### config.mk
export PLATFORM = sky130hd
export DESIGN_NAME = matrix_2x2_inverse_seq
export DESIGN_NICKNAME = d
export VERILOG_FILES = /design/src/rtl/matrix_2x2_inverse_seq.sv
export SDC_FILE = /design/constraint.sdc
export NUM_CORES = 1
export LEC_CHECK = 0
export CORE_MARGIN = 10
export CORE_UTILIZATION = 65
export CTS_CLUSTER_SIZE = 30
export DETAILED_ROUTE_END_ITERATION = 8
export PLACE_DENSITY_LB_ADDON = 0.3
export SLEW_MARGIN = 20
export SYNTH_ARGS = -nofsm -noshare
export SYNTH_HDL_FRONTEND = slang
export SYNTH_SLANG_ARGS = --single-unit
### constraint.sdc
create_clock -name clk -period 11 [get_ports clk]
set_clock_uncertainty 0.15 [all_clocks]
set_input_delay 1.1 -clock clk [delete_from_list [all_inputs] [get_ports clk]]
set_output_delay 1.1 -clock clk [all_outputs]
set_load 0.005 [all_outputs]
### src/rtl/matrix_2x2_inverse_seq.sv
`default_nettype none
// ============================================================================
//  Module   : matrix_2x2_inverse_seq
//  Brief    : Sequential 2x2 signed matrix inverter. Computes det(A) and the
//             adjugate, then divides each adjugate element by det using one
//             shared restoring divider.
//  Revision : 1.0  initial release
// ============================================================================
module matrix_2x2_inverse_seq #(
    parameter int WIDTH = 7,
    parameter int FRAC  = 8
) (
    input  logic                            clk,
    input  logic                            reset_n,
    input  logic                            start,
    input  logic [4*WIDTH-1:0]              matA,
    output logic                            busy,
    output logic                            done,
    output logic                            singular,
    output logic [2*WIDTH:0]                determinant,
    output logic [4*(WIDTH+FRAC+1)-1:0]     inv_mat
);

    localparam int OW   = WIDTH + FRAC + 1;
    localparam int DW   = WIDTH + FRAC;
    localparam int DETW = 2*WIDTH + 1;
    localparam int CW   = $clog2(DW);

    localparam logic [2:0] S_IDLE = 3'd0;
    localparam logic [2:0] S_DET  = 3'd1;
    localparam logic [2:0] S_DIV  = 3'd2;
    localparam logic [2:0] S_FIX  = 3'd3;
    localparam logic [2:0] S_DONE = 3'd4;

    logic [2:0]               state_q, state_d;
    logic signed [WIDTH-1:0]  a_q      [4];
    logic signed [WIDTH-1:0]  a_d      [4];
    logic signed [WIDTH:0]    adj_q    [4];
    logic signed [WIDTH:0]    adj_d    [4];
    logic signed [DETW-1:0]   det_q, det_d;
    logic [1:0]               k_q, k_d;
    logic [CW-1:0]            cnt_q, cnt_d;
    logic [DETW-1:0]          rem_q, rem_d;
    logic [DW-1:0]            quo_q, quo_d;
    logic signed [OW-1:0]     shadow_q [4];
    logic signed [OW-1:0]     shadow_d [4];
    logic                     singular_q, singular_d;
    logic signed [DETW-1:0]   determinant_q, determinant_d;
    logic [4*OW-1:0]          inv_q, inv_d;

    logic signed [WIDTH-1:0]  w_mat    [4];
    logic signed [WIDTH:0]    w_adj    [4];
    logic signed [DETW-1:0]   w_det;
    logic signed [DETW:0]     w_det_ext;
    logic [DETW:0]            w_det_abs;
    logic [DETW:0]            w_rem_shift;
    logic                     w_ge;
    logic [OW-1:0]            w_q_mag;
    logic                     w_neg;
    logic signed [OW-1:0]     w_fix;
    logic [1:0]               w_k_next;
    logic                     w_div_last;

    // a00 sits at the MSBs of matA
    for (genvar gi = 0; gi < 4; gi++) begin : g_unpack
        assign w_mat[gi] = matA[(4-gi)*WIDTH-1 -: WIDTH];
    end

    // Magnitude is one bit wider so that -2^(WIDTH-1) survives negation.
    function automatic logic [DW-1:0] dividend_of(input logic signed [WIDTH:0] v);
        logic [WIDTH:0] mag;
        mag = v[WIDTH] ? -v : v;
        return DW'({mag, {FRAC{1'b0}}});
    endfunction

    assign w_det = DETW'(a_q[0]) * DETW'(a_q[3]) - DETW'(a_q[1]) * DETW'(a_q[2]);

    always_comb begin
        w_adj[0] =   (WIDTH+1)'(a_q[3]);
        w_adj[1] = -((WIDTH+1)'(a_q[1]));
        w_adj[2] = -((WIDTH+1)'(a_q[2]));
        w_adj[3] =   (WIDTH+1)'(a_q[0]);
    end

    assign w_det_ext   = (DETW+1)'(det_q);
    assign w_det_abs   = w_det_ext[DETW] ? -w_det_ext : w_det_ext;
    assign w_rem_shift = {rem_q, quo_q[DW-1]};
    assign w_ge        = (w_rem_shift >= w_det_abs);
    assign w_q_mag     = {1'b0, quo_q};
    assign w_neg       = adj_q[k_q][WIDTH] ^ det_q[DETW-1];
    assign w_fix       = w_neg ? -w_q_mag : w_q_mag;
    assign w_k_next    = k_q + 2'd1;
    assign w_div_last  = (cnt_q == CW'(DW-1));

    // ---------------- FSM: state register ----------------
    always_ff @(posedge clk or negedge reset_n) begin
        if (!reset_n) begin
            state_q <= S_IDLE;
        end else begin
            state_q <= state_d;
        end
    end

    // ---------------- FSM: next state ----------------
    always_comb begin
        state_d = state_q;
        case (state_q)
            S_IDLE: if (start) state_d = S_DET;
            S_DET:  state_d = (w_det == '0) ? S_DONE : S_DIV;
            S_DIV:  if (w_div_last) state_d = S_FIX;
            S_FIX:  state_d = (k_q == 2'd3) ? S_DONE : S_DIV;
            S_DONE: state_d = S_IDLE;
            default: state_d = S_IDLE;
        endcase
    end

    // ---------------- FSM: outputs ----------------
    always_comb begin
        busy = 1'b0;
        done = 1'b0;
        case (state_q)
            S_DET, S_DIV, S_FIX: busy = 1'b1;
            S_DONE:              done = 1'b1;
            default: ;
        endcase
    end

    // ---------------- datapath next values ----------------
    always_comb begin
        for (int i = 0; i < 4; i++) begin
            a_d[i]      = a_q[i];
            adj_d[i]    = adj_q[i];
            shadow_d[i] = shadow_q[i];
        end
        det_d         = det_q;
        k_d           = k_q;
        cnt_d         = cnt_q;
        rem_d         = rem_q;
        quo_d         = quo_q;
        singular_d    = singular_q;
        determinant_d = determinant_q;
        inv_d         = inv_q;

        case (state_q)
            S_IDLE: begin
                if (start) begin
                    for (int i = 0; i < 4; i++) a_d[i] = w_mat[i];
                end
            end
            S_DET: begin
                det_d = w_det;
                for (int i = 0; i < 4; i++) adj_d[i] = w_adj[i];
                k_d   = 2'd0;
                cnt_d = '0;
                rem_d = '0;
                quo_d = dividend_of(w_adj[0]);
                if (w_det == '0) begin
                    singular_d    = 1'b1;
                    determinant_d = '0;
                    inv_d         = '0;
                end
            end
            S_DIV: begin
                // Dividend bits shift out of quo_q while quotient bits shift in.
                rem_d = w_ge ? DETW'(w_rem_shift - w_det_abs) : DETW'(w_rem_shift);
                quo_d = {quo_q[DW-2:0], w_ge};
                cnt_d = cnt_q + CW'(1);
            end
            S_FIX: begin
                shadow_d[k_q] = w_fix;
                if (k_q == 2'd3) begin
                    singular_d    = 1'b0;
                    determinant_d = det_q;
                    for (int i = 0; i < 4; i++) begin
                        inv_d[(4-i)*OW-1 -: OW] = shadow_d[i];
                    end
                end else begin
                    k_d   = w_k_next;
                    cnt_d = '0;
                    rem_d = '0;
                    quo_d = dividend_of(adj_q[w_k_next]);
                end
            end
            default: ;
        endcase
    end

    // ---------------- datapath registers ----------------
    always_ff @(posedge clk or negedge reset_n) begin
        if (!reset_n) begin
            for (int i = 0; i < 4; i++) begin
                a_q[i]      <= '0;
                adj_q[i]    <= '0;
                shadow_q[i] <= '0;
            end
            det_q         <= '0;
            k_q           <= '0;
            cnt_q         <= '0;
            rem_q         <= '0;
            quo_q         <= '0;
            singular_q    <= 1'b0;
            determinant_q <= '0;
            inv_q         <= '0;
        end else begin
            for (int i = 0; i < 4; i++) begin
                a_q[i]      <= a_d[i];
                adj_q[i]    <= adj_d[i];
                shadow_q[i] <= shadow_d[i];
            end
            det_q         <= det_d;
            k_q           <= k_d;
            cnt_q         <= cnt_d;
            rem_q         <= rem_d;
            quo_q         <= quo_d;
            singular_q    <= singular_d;
            determinant_q <= determinant_d;
            inv_q         <= inv_d;
        end
    end

    assign singular    = singular_q;
    assign determinant = determinant_q;
    assign inv_mat     = inv_q;

endmodule
`default_nettype wire

=== After elaboration in Yosys (flattened, before gate mapping) ===
Cells that the tools add are included.

* Multiply operators: 2
* Mux-type cells: 38
* Eq/ne operators: 11
* Bitwise gates (word level): 3
* Reductions and logical operators: 11
* Add/sub/neg operators: 10
* Magnitude comparators: 4

{| class="wikitable"
|+ Operators by type and width
! kind !! number
|-
| $mux W64 || 2
|-
| $pmux W64 S2 || 1
|-
| $pmux W15 S3 || 2
|-
| $mux W15 || 5
|-
| $bwmux W64 || 1
|-
| $mux W16 || 3
|-
| $bmux W8 S2 || 2
|-
| $demux W16 S2 || 1
|-
| $mux W8 || 4
|-
| $neg A15 Y16 || 2
|-
| $pmux W15 S2 || 1
|-
| $mul A7 B7 Y14 || 2
|-
| $ge A16 B16 Y1 || 1
|-
| $neg A7 Y8 || 2
|-
| $logic_not A15 Y1 || 1
|-
| $sub A14 B14 Y15 || 1
|-
| $sub A15 B15 Y15 || 1
|-
| $mux W7 || 2
|-
| $neg A7 Y7 || 2
|-
| $mux W3 || 4
|-
| $pmux W3 S4 || 1
|-
| $pmux W4 S3 || 1
|-
| $ne A2 B2 Y1 const B || 5
|-
| $reduce_and A2 Y1 || 4
|-
| other kinds (22) || 28
|}

* Input port bits: 31
* Register bits: 256

=== Depth between registers and ports, before layout ===
Gate-level depths: netlist of the first run.

* Word-level depth: 9
* Mapped depth: 26

=== Least setup slack after synthesis of the first run ===
No wires, ideal clock.

* Path type: reg-to-reg
* Start: reg a_q[2] (netlist name)
* End: reg inv_q[26], in the netlist inv_mat[26]
* Buffers on the path: 2
* Path slack: 4.365 ns
* Cell stages (with the launch flop): 24
* Data arrival time: 6.360 ns
* Cell sequence: dfrtp_1 > clkbuf_1 > and2_1 > fa_1 > inv_1 > fa_1 > inv_1 > fa_1 > fa_1 > fa_1 > inv_1 > fa_1 > inv_1 > ha_1 > o21a_1 > or3_1 > and2_1 > a311oi_2 > nand2_1 > nor4_2 > nor2_2 > inv_4 > buf_8 > mux2_4

* Word-level cells in the longest chain between the ends: 5

{| class="wikitable"
|+ Ends and longest elaborated chain
! item !! line !! text
|-
| from (decl) || 36 || <nowiki>logic signed [WIDTH-1:0] a_q [4];</nowiki>
|-
| from (signal, indexed assignment) || 206 || <nowiki>a_q[i] <= a_d[i];</nowiki>
|-
| $mul A7 B7 Y14 || 76 || <nowiki>assign w_det = DETW'(a_q[0]) * DETW'(a_q[3]) - DETW'(a_q[1]) * DETW'(a_q[2]);</nowiki>
|-
| $sub A14 B14 Y15 || 76 ||
|-
| $logic_not A15 Y1 || 157 || <nowiki>if (w_det == '0) begin</nowiki>
|-
| $ne A2 B2 Y1 (no source line) || -- ||
|-
| $reduce_and A3 Y1 (no source line) || -- ||
|-
| to (signal assigned) || 217 || <nowiki>inv_q <= inv_d;</nowiki>
|-
| to (decl) || 49 || <nowiki>logic [4*OW-1:0] inv_q, inv_d;</nowiki>
|}

Every way passes these cells.
A chain may end at the register's enable or synchronous reset.

=== Worst setup path after layout of the first run ===
* Start: reg a_q[2] (netlist name)
* End: reg inv_q[17], in the netlist inv_mat[17]

Same word-level chain as after synthesis.

==> implementation parameters, run 1 <==
Parameter                              Value

Run status
  Outcome ... finished, final reports clean

Global routing
  Wire length of the first global-routing pass ... 61430 µm
  Antenna violations before repair ... 0
  Global-route usage over all layers ... 23.81%
  Number of global-route vias before repair ... 12110
  Maximum number of pins on one net before global-route repair ... 99
  Total gr overflow ... 0

Clock network
  Count of hold-fix buffers inserted at cts ... 0
  TritonCTS clock tree ... built
  Count of instances resized after the clock tree is built ... 0
  Clock-pin transition on the worst setup and hold timing paths ... 60 ps
  Post-CTS setup buffer count ... 0
  CTS HTree Levels ... 1
  Maximum clock insertion buffer count ... 3
  Clock root buffer master ... clkbuf_16
  Clock sinks ... 240
  Worst-Skew Late Latency ... 550 ps
  TritonCTS buffer count ... 26

Floorplan
  Initial standard-cell utilization of the core ... 66.27%
  Placeable core region ... 0.02446 mm²
  Row cnt ... 57
  Vertical extent of the die ... 177.9 µm
  Die outline area ... 0.03166 mm²
  Top-level port count ... 113
  Die width ... 177.9 µm

Layout
  Relative area change from synthesis to final layout ... 13.01%
  Final #Nets ... 1974
  Most frequent cells in the layout ... 314 x nand2_1, 240 x dfrtp_1, 176 x inv_1, 156 x o21ai_0, 111 x clkdlybuf4s50_1
  Antenna Cells ... 0
  Ratio of cells with drive above 1 in the final layout ... 7.384%
  Commonest non-fill, non-tap cell in the layout ... nand2_1

Logic synthesis
  Part of the Yosys area used for sequential elements ... 37.05%
  Avg Inst Size Synth ... 9.508 µm²
  Synthesized-area fraction occupied by ao, oa, aoi and oai cells ... 12.21%
  Basic-gate share of the synthesized area counting and, or, nand and nor cells ... 14.05%
  Cell type with the highest aggregate area in the netlist ... dfrtp_1
  Top cell type's share of synthesized area ... 37.05%
  Cell area after synthesis ... 0.01621 mm²
  Number of nets produced by synthesis ... 1923
  Fraction of synthesized area in multiplexers ... 6.244%
  Arithmetic-cell share of the synthesized area counting full adders, half adders and majority gates ... 19.29%
  Fraction of synthesis flops using an asynchronous set or reset pin ... 100.0%
  Commonest register cell after synthesis ... dfrtp_1
  Number of enable flip-flop cells after synthesis ... 0
  Fraction of synthesized cell area in xor and xnor cells ... 4.214%
  Main combinational cell family by area after synthesis ... adder cells
  Leading post-synthesis cells by cell area ... dfrtp_1 37%, fa_1 13%, nand2_1 7.3%
  Distinct cells, synth ... 69
  Number of register bits inferred by synthesis ... 240
  Number of warning messages in the yosys log ... 0
  Post-Synthesis Cells ... 1705

Timing
  Transition time at the pin with the least slew margin ... 1063 ps
  Count of final max-slew check failures ... 0
  Final hold violation count ... 0
  Final count of negative-setup-slack endpoints ... 0
  Final Critical Period ... 7724 ps
  Post-Route Setup TNS ... 0 ps
  Worst slew slack as a fraction of its limit ... 29.12%
  Fin crit share ... 70.22%
  Worst-case setup margin in the final layout ... 3276 ps
  Setup repair after global routing missed its margin ... false
  Highest attainable clock frequency ... 129.5 MHz

Critical path
  CP required ... 11250 ps
  Type of the worst setup path ... reg2reg
  Data arrival time of the critical path ... 7970 ps
  Nature of the critical path endpoint ... register
  Critical path peak fanout ... 56
  Crit path launch type ... register

Routing
  Vias after detailed routing ... 12230
  Post-route ant nets ... 0
  Detailed-route wire length per cell ... 18.23 µm
  Number of remaining DRC errors ... 0
  Number of design-rule violations left by the first detailed-router iteration ... 947
  Detailed Route WL ... 38250 µm
  Pre-Repair DR Iteration Count ... 6
  Via density per instance ... 5.830

Placement
  Final Wtd Congestion ... 0.9216
  Detailed placer's ending HPWL ... 28270 µm
  Minimum setup slack after placement ... 3349 ps
  Number of buffers inserted by port buffering ... 112

Flow run
  Max Cap Violations ... 0

Min path
  Hold WC Path Type ... reg2reg
==> final timing paths <==
check | to | start | slack [ps] | cells past startpoint
worst max-delay path | inv_mat[17]$_DFFE_PN0P_ | a_q[2]$_DFFE_PN0P_ | 3280 | 22
max in group asynchronous | shadow_q[57]$_DFFE_PN0P_ | reset_n | 8810 | 2
worst max register to register | inv_mat[17]$_DFFE_PN0P_ | a_q[2]$_DFFE_PN0P_ | 3280 | 22
worst min register to register | adj_q[4]$_DFFE_PN0P_ | adj_q[4]$_DFFE_PN0P_ | 330 | 2
min in group asynchronous | rem_q[13]$_DFFE_PN0P_ | reset_n | 380 | 1
worst min-delay path | adj_q[4]$_DFFE_PN0P_ | adj_q[4]$_DFFE_PN0P_ | 330 | 2
==> worst max-delay path, stage by stage (launching register included) <==
cell and delay [ps]:
dfrtp_1 530, and2_1 230, fa_1 640, inv_1 150, fa_1 560, inv_1 60, fa_1 530, fa_1 440
fa_1 540, inv_1 70, fa_1 550, inv_1 50, ha_1 360, o21a_1 140, or3_1 350, and2_1 160
a311oi_2 220, nand2_1 150, nor4_4 270, buf_4 490, nor2_2 160, inv_4 350, mux2_2 390
==> cells by family after synthesis <==
kind of cell | count (synthesis)
xor+xnor | 78
buf+inv | 278
other cells | 1
flops | 240
mux | 77
fa+ha+maj | 187
simple gates | 515
compound gates | 329
==> per-layer routing <==
| layer | track usage [%] | share of wire (%) |
|---|---|---|
| met5 | 0 | 0 |
| met4 | 6.252 | 2.4 |
| met3 | 4.229 | 8.0 |
| met2 | 39.65 | 48 |
| met1 | 31.59 | 41 |
==> cell usage after synthesis, types with 28 or more instances <==
master    number
o21ai_0      156
and2_1        57
nand2_1      315
o22ai_1       42
clkbuf_1      81
inv_1        176
xnor2_1       57
dfrtp_1      240
mux2_2        28
fa_1         105
nor2_1        62
a21oi_1       46
ha_1          82
==> layout make-up <==
cell class	instances	area [µm²]
Clock buffer	33	726.9
Clock inverter	13	175.2
Fill cell	1648	6141
Inverter	177	666.9
Multi-Input combinational cell	1187	9117
Sequential cell	240	6006
Tap cell	324	405.4
Timing Repair Buffer	124	1224
==> through the flow <==
step	area (µm²)	std cells	hold WS, ps	utilization, %
final	18320	2098	325.4	74.90
after detailed placement	17390	2051	308.6	71.09
after global routing	18320	2098	347.7	74.90
after floorplan	16210	1705	290.5	-
after global placement	17390	2051	304.2	71.09
after CTS	18290	2097	327.9	74.77
==> sequential cells by signal, summed over array words and instances (netlist names) <==
signal       count
quo_q           15
determinant     15
cnt_q            4
inv_mat         64
adj_q           30
shadow_q        48
k_q              2
det_q           15
a_q             28
state_q          3
singular         1
rem_q           15
Power of run 1 is not shown: default switching activity piles up to over one toggle a cycle in this logic, so the estimate is an artifact.
==> run 2, diff against run 1 <==
Settings changed: CORE_UTILIZATION 65 to 60.
Clock period 11 ns to 7.3 ns, I/O delays scaled along.
==> run 2 against run 1 <==
Against the previous run:
- design area increased by 0.92%
- setup slack got worse by 2900 ps
- via count about the same
- highest routed layer unchanged
- largest cell class unchanged
- sequential share of layout area decreased by 0.28 points
- first-iteration DRC count increased by 0.74%
- maximum frequency increased by 11%
==> implementation parameters, run 2 (synthesis gave the netlist of run 1 again) <==
Parameter                              Value

Timing
  Post-route worst hold slack ... 2.624 ps (-322.8 ps)
  Setup repair after global routing missed its margin ... false
  Transition time at the pin with the least slew margin ... 1024 ps (-39.71 ps)
  Post-Route Setup TNS ... 0 ps (unchanged)
  Highest attainable clock frequency ... 144.1 MHz (+11%)
  Count of final max-slew check failures ... 0 (unchanged)
  Worst slew slack as a fraction of its limit ... 31.76% (+2.6 points)
  Final hold violation count ... 0 (unchanged)
  Final Critical Period ... 6940 ps (-783.5 ps)
  Worst-case setup margin in the final layout ... 359.5 ps (-2917 ps)
  Final count of negative-setup-slack endpoints ... 0 (unchanged)
  Fin crit share ... 95.08% (+25 points)

Layout
  Antenna Cells ... 0 (unchanged)
  Commonest non-fill, non-tap cell in the layout ... nand2_1
  Final #Nets ... 1984 (+0.51%)
  Most frequent cells in the layout ... 314 x nand2_1, 237 x dfrtp_1, 176 x inv_1, 156 x o21ai_0, 111 x clkdlybuf4s50_1
  Ratio of cells with drive above 1 in the final layout ... 8.399% (+1.0 points)
  Relative area change from synthesis to final layout ... 14.05%
  Core occupancy in the finished layout ... 68.99% (-5.9 points)
  Number of flip-flops under the largest register name ... 64 (unchanged)
  Filler Cell Count ... 2009 (+22%)

Routing
  Via density per instance ... 5.752 (-1.3%)
  Pre-Repair DR Iteration Count ... 5 (-1)
  Detailed-route wire length per cell ... 18.07 µm (-0.86%)
  Detailed Route WL ... 38440 µm (+0.51%)
  Number of remaining DRC errors ... 0 (unchanged)
  Number of design-rule violations left by the first detailed-router iteration ... 954 (+0.74%)
  Detail Route met3 WL ... 2616 µm (-14%)
  Post-route ant nets ... 0 (unchanged)
  Length of routed wiring on met1 ... 16300 µm (+3.2%)
  Highest metal layer used by the detailed router ... met4
  Vias after detailed routing ... 12230 (+0.025%)
  Routed wire length on met2 ... 18530 µm (+0.38%)

Run status
  Outcome ... finished, final reports clean

Floorplan
  Placeable core region ... 0.02680 mm² (+9.6%)
  Vertical extent of the die ... 184.4 µm (+3.6%)
  Top-level port count ... 113 (unchanged)
  Die width ... 184.4 µm (+3.6%)
  Die outline area ... 0.03399 mm² (+7.4%)
  Row cnt ... 60 (+5.3%)
  Initial standard-cell utilization of the core ... 60.49% (-5.8 points)

Clock network
  TritonCTS buffer count ... 27 (+3.8%)
  CTS HTree Levels ... 1 (unchanged)
  Worst-Skew Late Latency ... 550 ps (about the same)
  Clock root buffer master ... clkbuf_16
  Maximum clock insertion buffer count ... 3 (unchanged)
  Clock-pin transition on the worst setup and hold timing paths ... 60 ps (about the same)
  TritonCTS clock tree ... built
  Clock sinks ... 240 (unchanged)
  Post-CTS setup buffer count ... 0 (unchanged)

Placement
  Final Wtd Congestion ... 0.9359 (+1.6%)
  Minimum setup slack after placement ... 207.6 ps (-3141 ps)
  Detailed placer's ending HPWL ... 28890 µm (+2.2%)
  Number of buffers inserted by port buffering ... 112 (unchanged)

Critical path
  Worst-case reg-to-reg path depth ... 22 (unchanged)
  CP required ... 7590 ps (-3660 ps)
  Crit path launch type ... register
  Critical path peak fanout ... 23 (-59%)
  Source of the critical timing path ... a_q[20]$_DFFE_PN0P_
  Data arrival time of the critical path ... 7230 ps (-740 ps)
  Nature of the critical path endpoint ... register
  Type of the worst setup path ... reg2reg
  Origin of the critical flop-to-flop path ... a_q[20]$_DFFE_PN0P_

Flow run
  Max Cap Violations ... 0 (unchanged)

Global routing
  Number of global-route vias before repair ... 12430 (+2.7%)
  Wire length of the first global-routing pass ... 63630 µm (+3.6%)
  Total gr overflow ... 0 (unchanged)
  Antenna violations before repair ... 0 (unchanged)
  Global-route usage over all layers ... 22.88% (-0.93 points)
  Maximum number of pins on one net before global-route repair ... 98 (-1.0%)

Min path
  Hold WC Path Type ... in2async
-- run 2: area by class of cell --
cell class,count,area (µm²),share of cell area (%)
Inverter,177,690.7,3.735
Multi-Input combinational cell,1187,9125,49.35
Sequential cell,240,6010,32.50
Clock buffer,35,765.7,4.141
Timing Repair Buffer,133,1291,6.983
Clock inverter,14,181.4,0.9812
Tap cell,341,426.7,2.307
-- run 2: repair_timing --
| action | CTS | global route |
|---|---|---|
| endpoints found under the setup margin | 0 | 67 |
| hold buffers | 0 | 0 |
| resized for setup | 0 | 11 |
-- run 2: worst paths after layout --
check	slack (ps)	to
min in group clk	320	adj_q[28]$_DFFE_PN0P_
max reg2reg	360	inv_mat[25]$_DFFE_PN0P_
max	360	inv_mat[25]$_DFFE_PN0P_
max in group asynchronous	5610	a_q[27]$_DFFE_PN0P_
min reg2reg	320	adj_q[28]$_DFFE_PN0P_
min	3	rem_q[10]$_DFFE_PN0P_
-- run 2: per-layer routing --
layer	global-route usage [%]	vias up
li1	-	5723
met1	30.31	6021
met2	37.41	428
met3	4.056	62
met4	7.276	0
met5	0	-
-- run 2: critical path: stages (launching register included) --
cell and delay (ps):
dfrtp_1 460, buf_4 190, nand2_1 100, inv_1 100, fa_1 550, inv_1 50
fa_1 460, fa_1 530, fa_1 520, fa_1 550, inv_1 50, fa_1 520
inv_1 40, ha_1 360, o21a_1 150, or3_1 350, and2_1 170, a311oi_2 210
nand2_1 150, nor4_4 360, nor2_2 120, bufinv_16 330, mux2_2 360
-- run 2: stage by stage --
step | cells | instance area, µm²
floorplan | 1705 | 16210
global placement | 2078 | 17490
detailed placement | 2078 | 17490
CTS | 2127 | 18430
global route | 2127 | 18490
finish | 2127 | 18490
Power of run 2 is left out for the same reason.
